--- config.mk ---
export PLATFORM = sky130hd
export DESIGN_NAME = serial_adder
export DESIGN_NICKNAME = d
export VERILOG_FILES = /design/src/rtl/serial_adder.sv
export SDC_FILE = /design/constraint.sdc
export NUM_CORES = 1
export LEC_CHECK = 0
export ABC_AREA = 1
export CORE_MARGIN = 5
export CORE_UTILIZATION = 42
export DETAILED_ROUTE_END_ITERATION = 16
export DONT_BUFFER_PORTS = 1
export MAX_ROUTING_LAYER = met4
export SLEW_MARGIN = 10
export SYNTH_ARGS = -nofsm -noshare
export SYNTH_HDL_FRONTEND = slang
export SYNTH_SLANG_ARGS = --single-unit
--- constraint.sdc ---
create_clock -name clk -period 1.3 [get_ports clk]
set_clock_uncertainty 0.15 [all_clocks]
set_input_delay 0.26 -clock clk [delete_from_list [all_inputs] [get_ports clk]]
set_output_delay 0.26 -clock clk [all_outputs]
set_load 0.03 [all_outputs]
--- src/rtl/serial_adder.sv ---
// serial_adder: bit-serial adder computing {c_out, s} = a + b + c_in, LSB first,
// one bit per clock through a single 1-bit full-adder cell.
//
// Parameters:
//   WIDTH  operand/sum width in bits (2..32)
//
// Ports:
//   clk    clock, all state updates on the rising edge
//   rst    synchronous active-high reset
//   start  begin an addition (sampled only when idle)
//   a, b   operands, captured on the accepting edge
//   c_in   initial carry, captured on the accepting edge
//   busy   high while bits are being added
//   done   one-cycle pulse when s/c_out are final
//   s      sum register, holds the last result until the next operation shifts in
//   c_out  carry out of the MSB, held with s
//   ovf    (only with SERIAL_ADDER_OVF_EN defined) signed overflow of the result,
//          i.e. carry into MSB XOR carry out of MSB, held with s
//
// Configuration macro: SERIAL_ADDER_OVF_EN adds the ovf output and its register.

module serial_adder #(
   parameter int unsigned WIDTH = 8
) (
   input  logic             clk,
   input  logic             rst,
   input  logic             start,
   input  logic [WIDTH-1:0] a,
   input  logic [WIDTH-1:0] b,
   input  logic             c_in,
   output logic             busy,
   output logic             done,
   output logic [WIDTH-1:0] s,
   output logic             c_out
`ifdef SERIAL_ADDER_OVF_EN
   ,
   output logic             ovf
`endif
);

   // Wide enough to count up to WIDTH so the counter never wraps.
   localparam int unsigned CntW = $clog2(WIDTH + 1);

   typedef enum logic [1:0] {StIdle, StRun, StDone} state_t;

   state_t           state_q;
   logic [WIDTH-1:0] a_q;
   logic [WIDTH-1:0] b_q;
   logic             carry_q;
   logic [CntW-1:0]  cnt_q;

   logic sum_bit;
   logic carry_bit;
   logic last_bit;

   // The single full-adder cell.
   assign sum_bit   = a_q[0] ^ b_q[0] ^ carry_q;
   assign carry_bit = (a_q[0] & b_q[0]) | (a_q[0] & carry_q) | (b_q[0] & carry_q);
   assign last_bit  = (cnt_q == CntW'(WIDTH - 1));

   always_ff @(posedge clk) begin
      if (rst) begin
         state_q <= StIdle;
         a_q     <= '0;
         b_q     <= '0;
         carry_q <= 1'b0;
         cnt_q   <= '0;
         busy    <= 1'b0;
         done    <= 1'b0;
         s       <= '0;
         c_out   <= 1'b0;
`ifdef SERIAL_ADDER_OVF_EN
         ovf     <= 1'b0;
`endif
      end else begin
         unique case (state_q)
            StIdle: begin
               if (start) begin
                  a_q     <= a;
                  b_q     <= b;
                  carry_q <= c_in;
                  cnt_q   <= '0;
                  busy    <= 1'b1;
                  state_q <= StRun;
               end
            end
            StRun: begin
               // Sum bits enter from the MSB side so bit 0 ends up at s[0].
               s       <= {sum_bit, s[WIDTH-1:1]};
               c_out   <= carry_bit;
               carry_q <= carry_bit;
               a_q     <= a_q >> 1;
               b_q     <= b_q >> 1;
               cnt_q   <= cnt_q + 1'b1;
               if (last_bit) begin
                  busy    <= 1'b0;
                  done    <= 1'b1;
                  state_q <= StDone;
`ifdef SERIAL_ADDER_OVF_EN
                  // carry_q is the carry into the MSB on this final step.
                  ovf     <= carry_q ^ carry_bit;
`endif
               end
            end
            StDone: begin
               done    <= 1'b0;
               state_q <= StIdle;
            end
            default: begin
               busy    <= 1'b0;
               done    <= 1'b0;
               state_q <= StIdle;
            end
         endcase
      end
   end

endmodule

==> flow_metrics.env, run 1 <==
export IMPL_path_cells="inv_4 -> nor2_4 -> buf_12 -> nand2_4 -> buf_6 -> a21oi_2"
export IMPL_ys_types=22
export IMPL_finalWeightedCongestion=0.769
export IMPL_crit_path_end_kind="flip-flop"
export IMPL_maxSlewHeadroom=0.670
export IMPL_hpwl_um=2310
export IMPL_layout_common_cells="nor2_1, nand2_1, dfxtp_1"
export IMPL_clock_sinks=34
export IMPL_reg2reg_to="c_out$_SDFFE_PP0P_"
export IMPL_clk_latency_ns=0.28
export IMPL_seq_area_sq_um=689
export IMPL_grt_overflow_total=0
export IMPL_cts_tree="yes"
export IMPL_worstPathArrival_ns=1.37
export IMPL_postSynthCellCount=217
export IMPL_multi_input_comb_area_sq_um=771
export IMPL_dieWidth_um=70.4
export IMPL_violations="negative setup slack"
export IMPL_criticalPathCategory="reg2reg"
export IMPL_hp_class="in2reg"
export IMPL_num_vias=1358
export IMPL_crit_fanout=6
export IMPL_start_kind="flip-flop"
export IMPL_cap_viol_max_count=0
export IMPL_fin_util=0.533
export IMPL_placed_cells=266
export IMPL_antenna_found_initial=0
export IMPL_die_area_sq_um=4960
export IMPL_vias_per_cell=4.83
export IMPL_synth_area_per_cell_sq_um=7.07
export IMPL_die_h_um=70.4
export IMPL_slew_violations=0
export IMPL_clk_path_buf_depth=2
export IMPL_fin_area_sq_um=1920
export IMPL_drive_gt1_frac=0.249
export IMPL_synth_area_sq_um=1530
export IMPL_fill_cells=364
export IMPL_min_period_ns=1.31
export IMPL_worstMarginPinSlew_ns=0.493
export IMPL_post_drt_wl_per_cell_um=12.7
export IMPL_place_ws_ns=0.00163
export IMPL_clkTransAtPathRegs_ns=0.07
export IMPL_status="complete, but fails checks"
export IMPL_critPathSlowestCell="dfxtp_4"
export IMPL_fin_ws_ns=-0.00590
export IMPL_synth_seq_cells=34
export IMPL_portBuffers=0
export IMPL_hold_violations=0
export IMPL_grt_pass1_vias=1288
export IMPL_fin_hold_ws_ns=0.0698
export IMPL_r2r_start="state_q[0]$_SDFFE_PP0P_"
export IMPL_finalSetupViolCount=1
export IMPL_total_leakage_power_nw=0.887
export IMPL_min_delay_start="a[5]"
export IMPL_reg2reg_depth=6
export IMPL_tns_ns=-0.00590
export IMPL_grt_use_total=0.148
export IMPL_nets=254
export IMPL_rsz0062_at_grt="true"
export IMPL_peakVddDrop_mv=0.792
export IMPL_whs_path_depth=4
export IMPL_drt_first_pass_iters=4
export IMPL_root_buffer="clkbuf_8"
export IMPL_core_area_sq_um=3610
export IMPL_grt_first_pass_wirelength_um=5710
export IMPL_syn2layout_area_growth_pct=25.4
export IMPL_required_ns=1.37
export IMPL_cts_buffers=5
export IMPL_yosysSeqAreaShare=0.444
export IMPL_start_util=0.425
export IMPL_drt_iter0_drc=30
export IMPL_h_tree_depth=2
export IMPL_drcViolationCount=0
export IMPL_ys_warn_count=0
export IMPL_p_total_mw=2.45
export IMPL_instances_no_fill=281
export IMPL_rrSetupSlack_ns=-0.006
export IMPL_grt_max_degree=24
export IMPL_diodes=0
export IMPL_row_count=22
export IMPL_synth_fp_nets=239
export IMPL_timing_fmax_mhz=766
export IMPL_whs_endpoint="a_q[5]$_SDFFE_PP0P_"
export IMPL_final_common_cell="nor2_1"
export IMPL_postPlaceCellArea_sq_um=1620
export IMPL_ios=31
export IMPL_totalWireLength_um=3580
export IMPL_postRouteAntennaNets=0
export IMPL_cpPeakStageDelay_ns=0.39
export IMPL_p_per_area_nw_per_um2=1270
export IMPL_timing_final_crit_share=1.00
cell families after synthesis:
logic type | share of synthesized area
buffers and inverters | 0.102
AND/OR/NAND/NOR | 0.367
AO/OA/AOI/OAI | 0.0661
adder cells (fa/ha/maj) | 0.0212
flip-flops | 0.444
sequential cells by signal, indices dropped and copies added (netlist names):
signal / count
a_q: 8
b_q: 8
busy: 1
c_out: 1
carry_q: 1
cnt_q: 4
done: 1
s: 8
state_q: 2
per-layer routing:
layer	share of wire	wire length, um	GRT usage
met1	0.44	1570	0.166
met2	0.49	1740	0.252
met3	0.054	194	0.0403
met4	0.022	78	0.0511
met5	0	0	-
where the power goes:
group | switching (mW) | internal [mW]
logic | 0.184 | 0.156
registers | 0.0976 | 1.11
clock network | 0.368 | 0.534
repair_timing:
item	in CTS	in global routing
resized for setup	1	33
endpoints found under the setup margin	1	18
gates cloned	0	2
hold buffers	4	0
pin swaps	0	15
buffers inserted	0	1
endpoints found under the hold margin	10	0
critical path, delay by kind of cell, from the launching register on:
family,cells,cell delay [ns]
flops,1,0.39
buf+inv,3,0.31
simple gates,2,0.27
compound gates,1,0.11
cell usage after synthesis:
| cell | n | share of area |
|---|---|---|
| a21oi_1 | 4 | 0.013 |
| a21oi_2 | 1 | 0.0057 |
| buf_2 | 2 | 0.0065 |
| buf_4 | 5 | 0.024 |
| buf_6 | 2 | 0.015 |
| clkbuf_1 | 2 | 0.0049 |
| dfxtp_1 | 34 | 0.44 |
| fa_1 | 1 | 0.013 |
| ha_1 | 1 | 0.0082 |
| inv_1 | 19 | 0.046 |
| inv_2 | 2 | 0.0049 |
| nand2_1 | 46 | 0.11 |
| nand2_2 | 2 | 0.0082 |
| nand2_4 | 1 | 0.0073 |
| nand3_1 | 32 | 0.10 |
| nand3_2 | 2 | 0.013 |
| nor2_1 | 45 | 0.11 |
| nor2_2 | 1 | 0.0041 |
| nor2_4 | 1 | 0.0073 |
| o21a_1 | 1 | 0.0049 |
| o21ai_0 | 12 | 0.039 |
| o21ai_1 | 1 | 0.0033 |
area by class of cell:
class,instances,area share
well taps,48,0.0312
repair buffers,19,0.110
clock buffers,8,0.0573
multi-input cells,151,0.401
flip-flops and latches,34,0.358
inverters,21,0.0423
worst max-delay path by stage:
stage	startpoint	end	slack, ns	depth (start not counted)
2_1_floorplan	a_q[0]$_SDFFE_PP0P_	carry_q$_SDFFE_PP0P_	0.08	5
3_3_place_gp	state_q[0]$_SDFFE_PP0P_	done$_SDFFE_PP0P_	0.03	4
3_5_place_dp	state_q[0]$_SDFFE_PP0P_	done$_SDFFE_PP0P_	0.002	4
4_1_cts	a_q[0]$_SDFFE_PP0P_	carry_q$_SDFFE_PP0P_	0.01	5
5_1_grt	state_q[0]$_SDFFE_PP0P_	c_out$_SDFFE_PP0P_	-0.04	6
6_report	state_q[0]$_SDFFE_PP0P_	c_out$_SDFFE_PP0P_	-0.006	6
Note: power is estimated with default switching activity, not from simulation.
==> run 2: changes to the inputs <==
--- a/config.mk
+++ b/config.mk
@@ -6,7 +6,7 @@
 export NUM_CORES = 1
 export LEC_CHECK = 0
 export ABC_AREA = 1
-export CORE_MARGIN = 5
+export CORE_MARGIN = 3
 export CORE_UTILIZATION = 42
 export DETAILED_ROUTE_END_ITERATION = 16
 export DONT_BUFFER_PORTS = 1
==> run 2 against run 1 <==
  * The run ends with negative hold slack left
  * Worst hold slack lost 0.24 ns
  * Maximum frequency up 5.1%
  * Cell count is 3.6% lower
  * Clock power down 20%
  * Via count down 2.8%
  * Cell area is 6.2% lower
  * Power shrank 8.9%
==> flow_metrics.env, run 2 (synthesized netlist as in run 1, its figures left out) <==
export IMPL_root_buffer="clkbuf_4"
export IMPL_status="complete, but fails checks"
export IMPL_cts_buffers=5
export IMPL_total_leakage_power_nw=0.808
export IMPL_row_count=21
export IMPL_rrSetupSlack_ns=0.06
export IMPL_criticalPathCategory="reg2reg"
export IMPL_whs_endpoint="c_out$_SDFFE_PP0P_"
export IMPL_p_per_area_nw_per_um2=1240
export IMPL_syn2layout_area_growth_pct=17.5
export IMPL_crit_path_end_kind="flip-flop"
export IMPL_placed_cells=262
export IMPL_die_h_um=66.4
export IMPL_reg2reg_to="s[7]$_SDFFE_PP0P_"
export IMPL_grt_pass1_vias=1241
export IMPL_diodes=0
export IMPL_fin_hold_ws_ns=-0.167
export IMPL_peakVddDrop_mv=0.598
export IMPL_min_period_ns=1.24
export IMPL_hold_violations=15
export IMPL_required_ns=1.42
export IMPL_post_cts_buffers=0
export IMPL_grt_use_total=0.178
export IMPL_drt_first_pass_iters=4
export IMPL_min_delay_start="rst"
export IMPL_rsz0062_at_grt="true"
export IMPL_drcViolationCount=0
export IMPL_reg2reg_depth=3
export IMPL_post_drt_wl_per_cell_um=12.0
export IMPL_worstMarginPinSlew_ns=0.193
export IMPL_num_vias=1320
export IMPL_hpwl_um=2310
export IMPL_finalSetupViolCount=0
export IMPL_slew_violations=0
export IMPL_instances_no_fill=271
export IMPL_portBuffers=0
export IMPL_vias_per_cell=4.87
export IMPL_whs_path_depth=1
export IMPL_crit_fanout=2
export IMPL_ios=31
export IMPL_hp_class="in2reg"
export IMPL_clk_latency_ns=0.33
export IMPL_start_kind="flip-flop"
export IMPL_postRouteAntennaNets=0
export IMPL_drt_iter0_drc=47
export IMPL_grt_overflow_total=0
export IMPL_r2r_start="b_q[0]$_SDFFE_PP0P_"
export IMPL_clkTransAtPathRegs_ns=0.10
export IMPL_worstPathArrival_ns=1.36
export IMPL_finalWeightedCongestion=0.746
export IMPL_antenna_found_initial=0
export IMPL_dieWidth_um=66.4
export IMPL_nets=246
export IMPL_timing_fmax_mhz=805
export IMPL_grt_first_pass_wirelength_um=5700
export IMPL_clock_sinks=34
export IMPL_grt_max_degree=18
export IMPL_die_area_sq_um=4410
export IMPL_drive_gt1_frac=0.240
export IMPL_h_tree_depth=2
export IMPL_violations="negative hold slack"
export IMPL_timing_final_crit_share=0.956
export IMPL_totalWireLength_um=3260
export IMPL_cts_tree="yes"
export IMPL_final_common_cell="nand2_1"
export IMPL_core_area_sq_um=3420
export IMPL_maxSlewHeadroom=0.870
export IMPL_clk_path_buf_depth=2
export IMPL_postCtsHoldBufs=1
export IMPL_top_regs="a_q: 8 flops, b_q: 8 flops, s: 8 flops"
export IMPL_cap_viol_max_count=0
export IMPL_start_util=0.449
export IMPL_layout_common_cells="nand2_1, nor2_1, nand3_1"
[run 2: changes by cell type in the layout (fill, tap and decap cells not counted), sizes merged]
cell,previous run,this run
clkbuf,10,8
dlygate4sd3,4,1
buf,13,10
[run 2: timing repair]
action	CTS	global route
endpoints found under the setup margin	9	23
endpoints found under the hold margin	16	16
resized for setup	7	31
pin swaps	0	3
[run 2: per-stage QoR]
stage               power (mW)  instance area, sq um  worst slack, ns  setup TNS [ns]   util
floorplan                 1.43                  1530           0.0787               0      -
global placement          1.50                  1630          -0.0164         -0.0164  0.476
detailed placement        1.51                  1630          -0.0285         -0.0285  0.476
CTS                       2.24                  1730          0.00123               0  0.505
global route              2.37                  1800         -0.00310        -0.00363  0.528
finish                    2.23                  1800           0.0573               0  0.528
[run 2: power breakdown]
group	switching (mW)	total (mW)	internal [mW]
clock	0.349	0.719	0.370
sequential	0.0954	1.21	1.11
combinational	0.167	0.305	0.137
total	0.612	2.23	1.62
[run 2: how the worst max path moves through the flow]
stage                                       start                   end
after CTS                       done$_SDFFE_PP0P_                  done
after floorplan               a_q[0]$_SDFFE_PP0P_  carry_q$_SDFFE_PP0P_
after global placement    state_q[0]$_SDFFE_PP0P_     done$_SDFFE_PP0P_
after detailed placement  state_q[1]$_SDFFE_PP0P_     done$_SDFFE_PP0P_
after global routing      state_q[0]$_SDFFE_PP0P_  carry_q$_SDFFE_PP0P_
final                         b_q[0]$_SDFFE_PP0P_     s[7]$_SDFFE_PP0P_
[run 2: critical path: stages (launching register included)]
cell and delay (ns):
dfxtp_2 0.35, fa_2 0.57, o21ai_2 0.06, nor2_1 0.07
[run 2: per-layer routing]
layer | vias up | GRT usage | share of wire
met5 | - | - | 0
li1 | 694 | - | -
met4 | 0 | 0.0533 | 0.011
met2 | 31 | 0.271 | 0.47
met3 | 5 | 0.0612 | 0.058
met1 | 590 | 0.221 | 0.46
[run 2: area by class of cell]
type	count	area [sq um]
multi-input cells	151	752
well taps	46	57.6
fillers	351	1610
flip-flops and latches	34	708
clock buffers	8	78.8
repair buffers	11	123
inverters	21	83.8
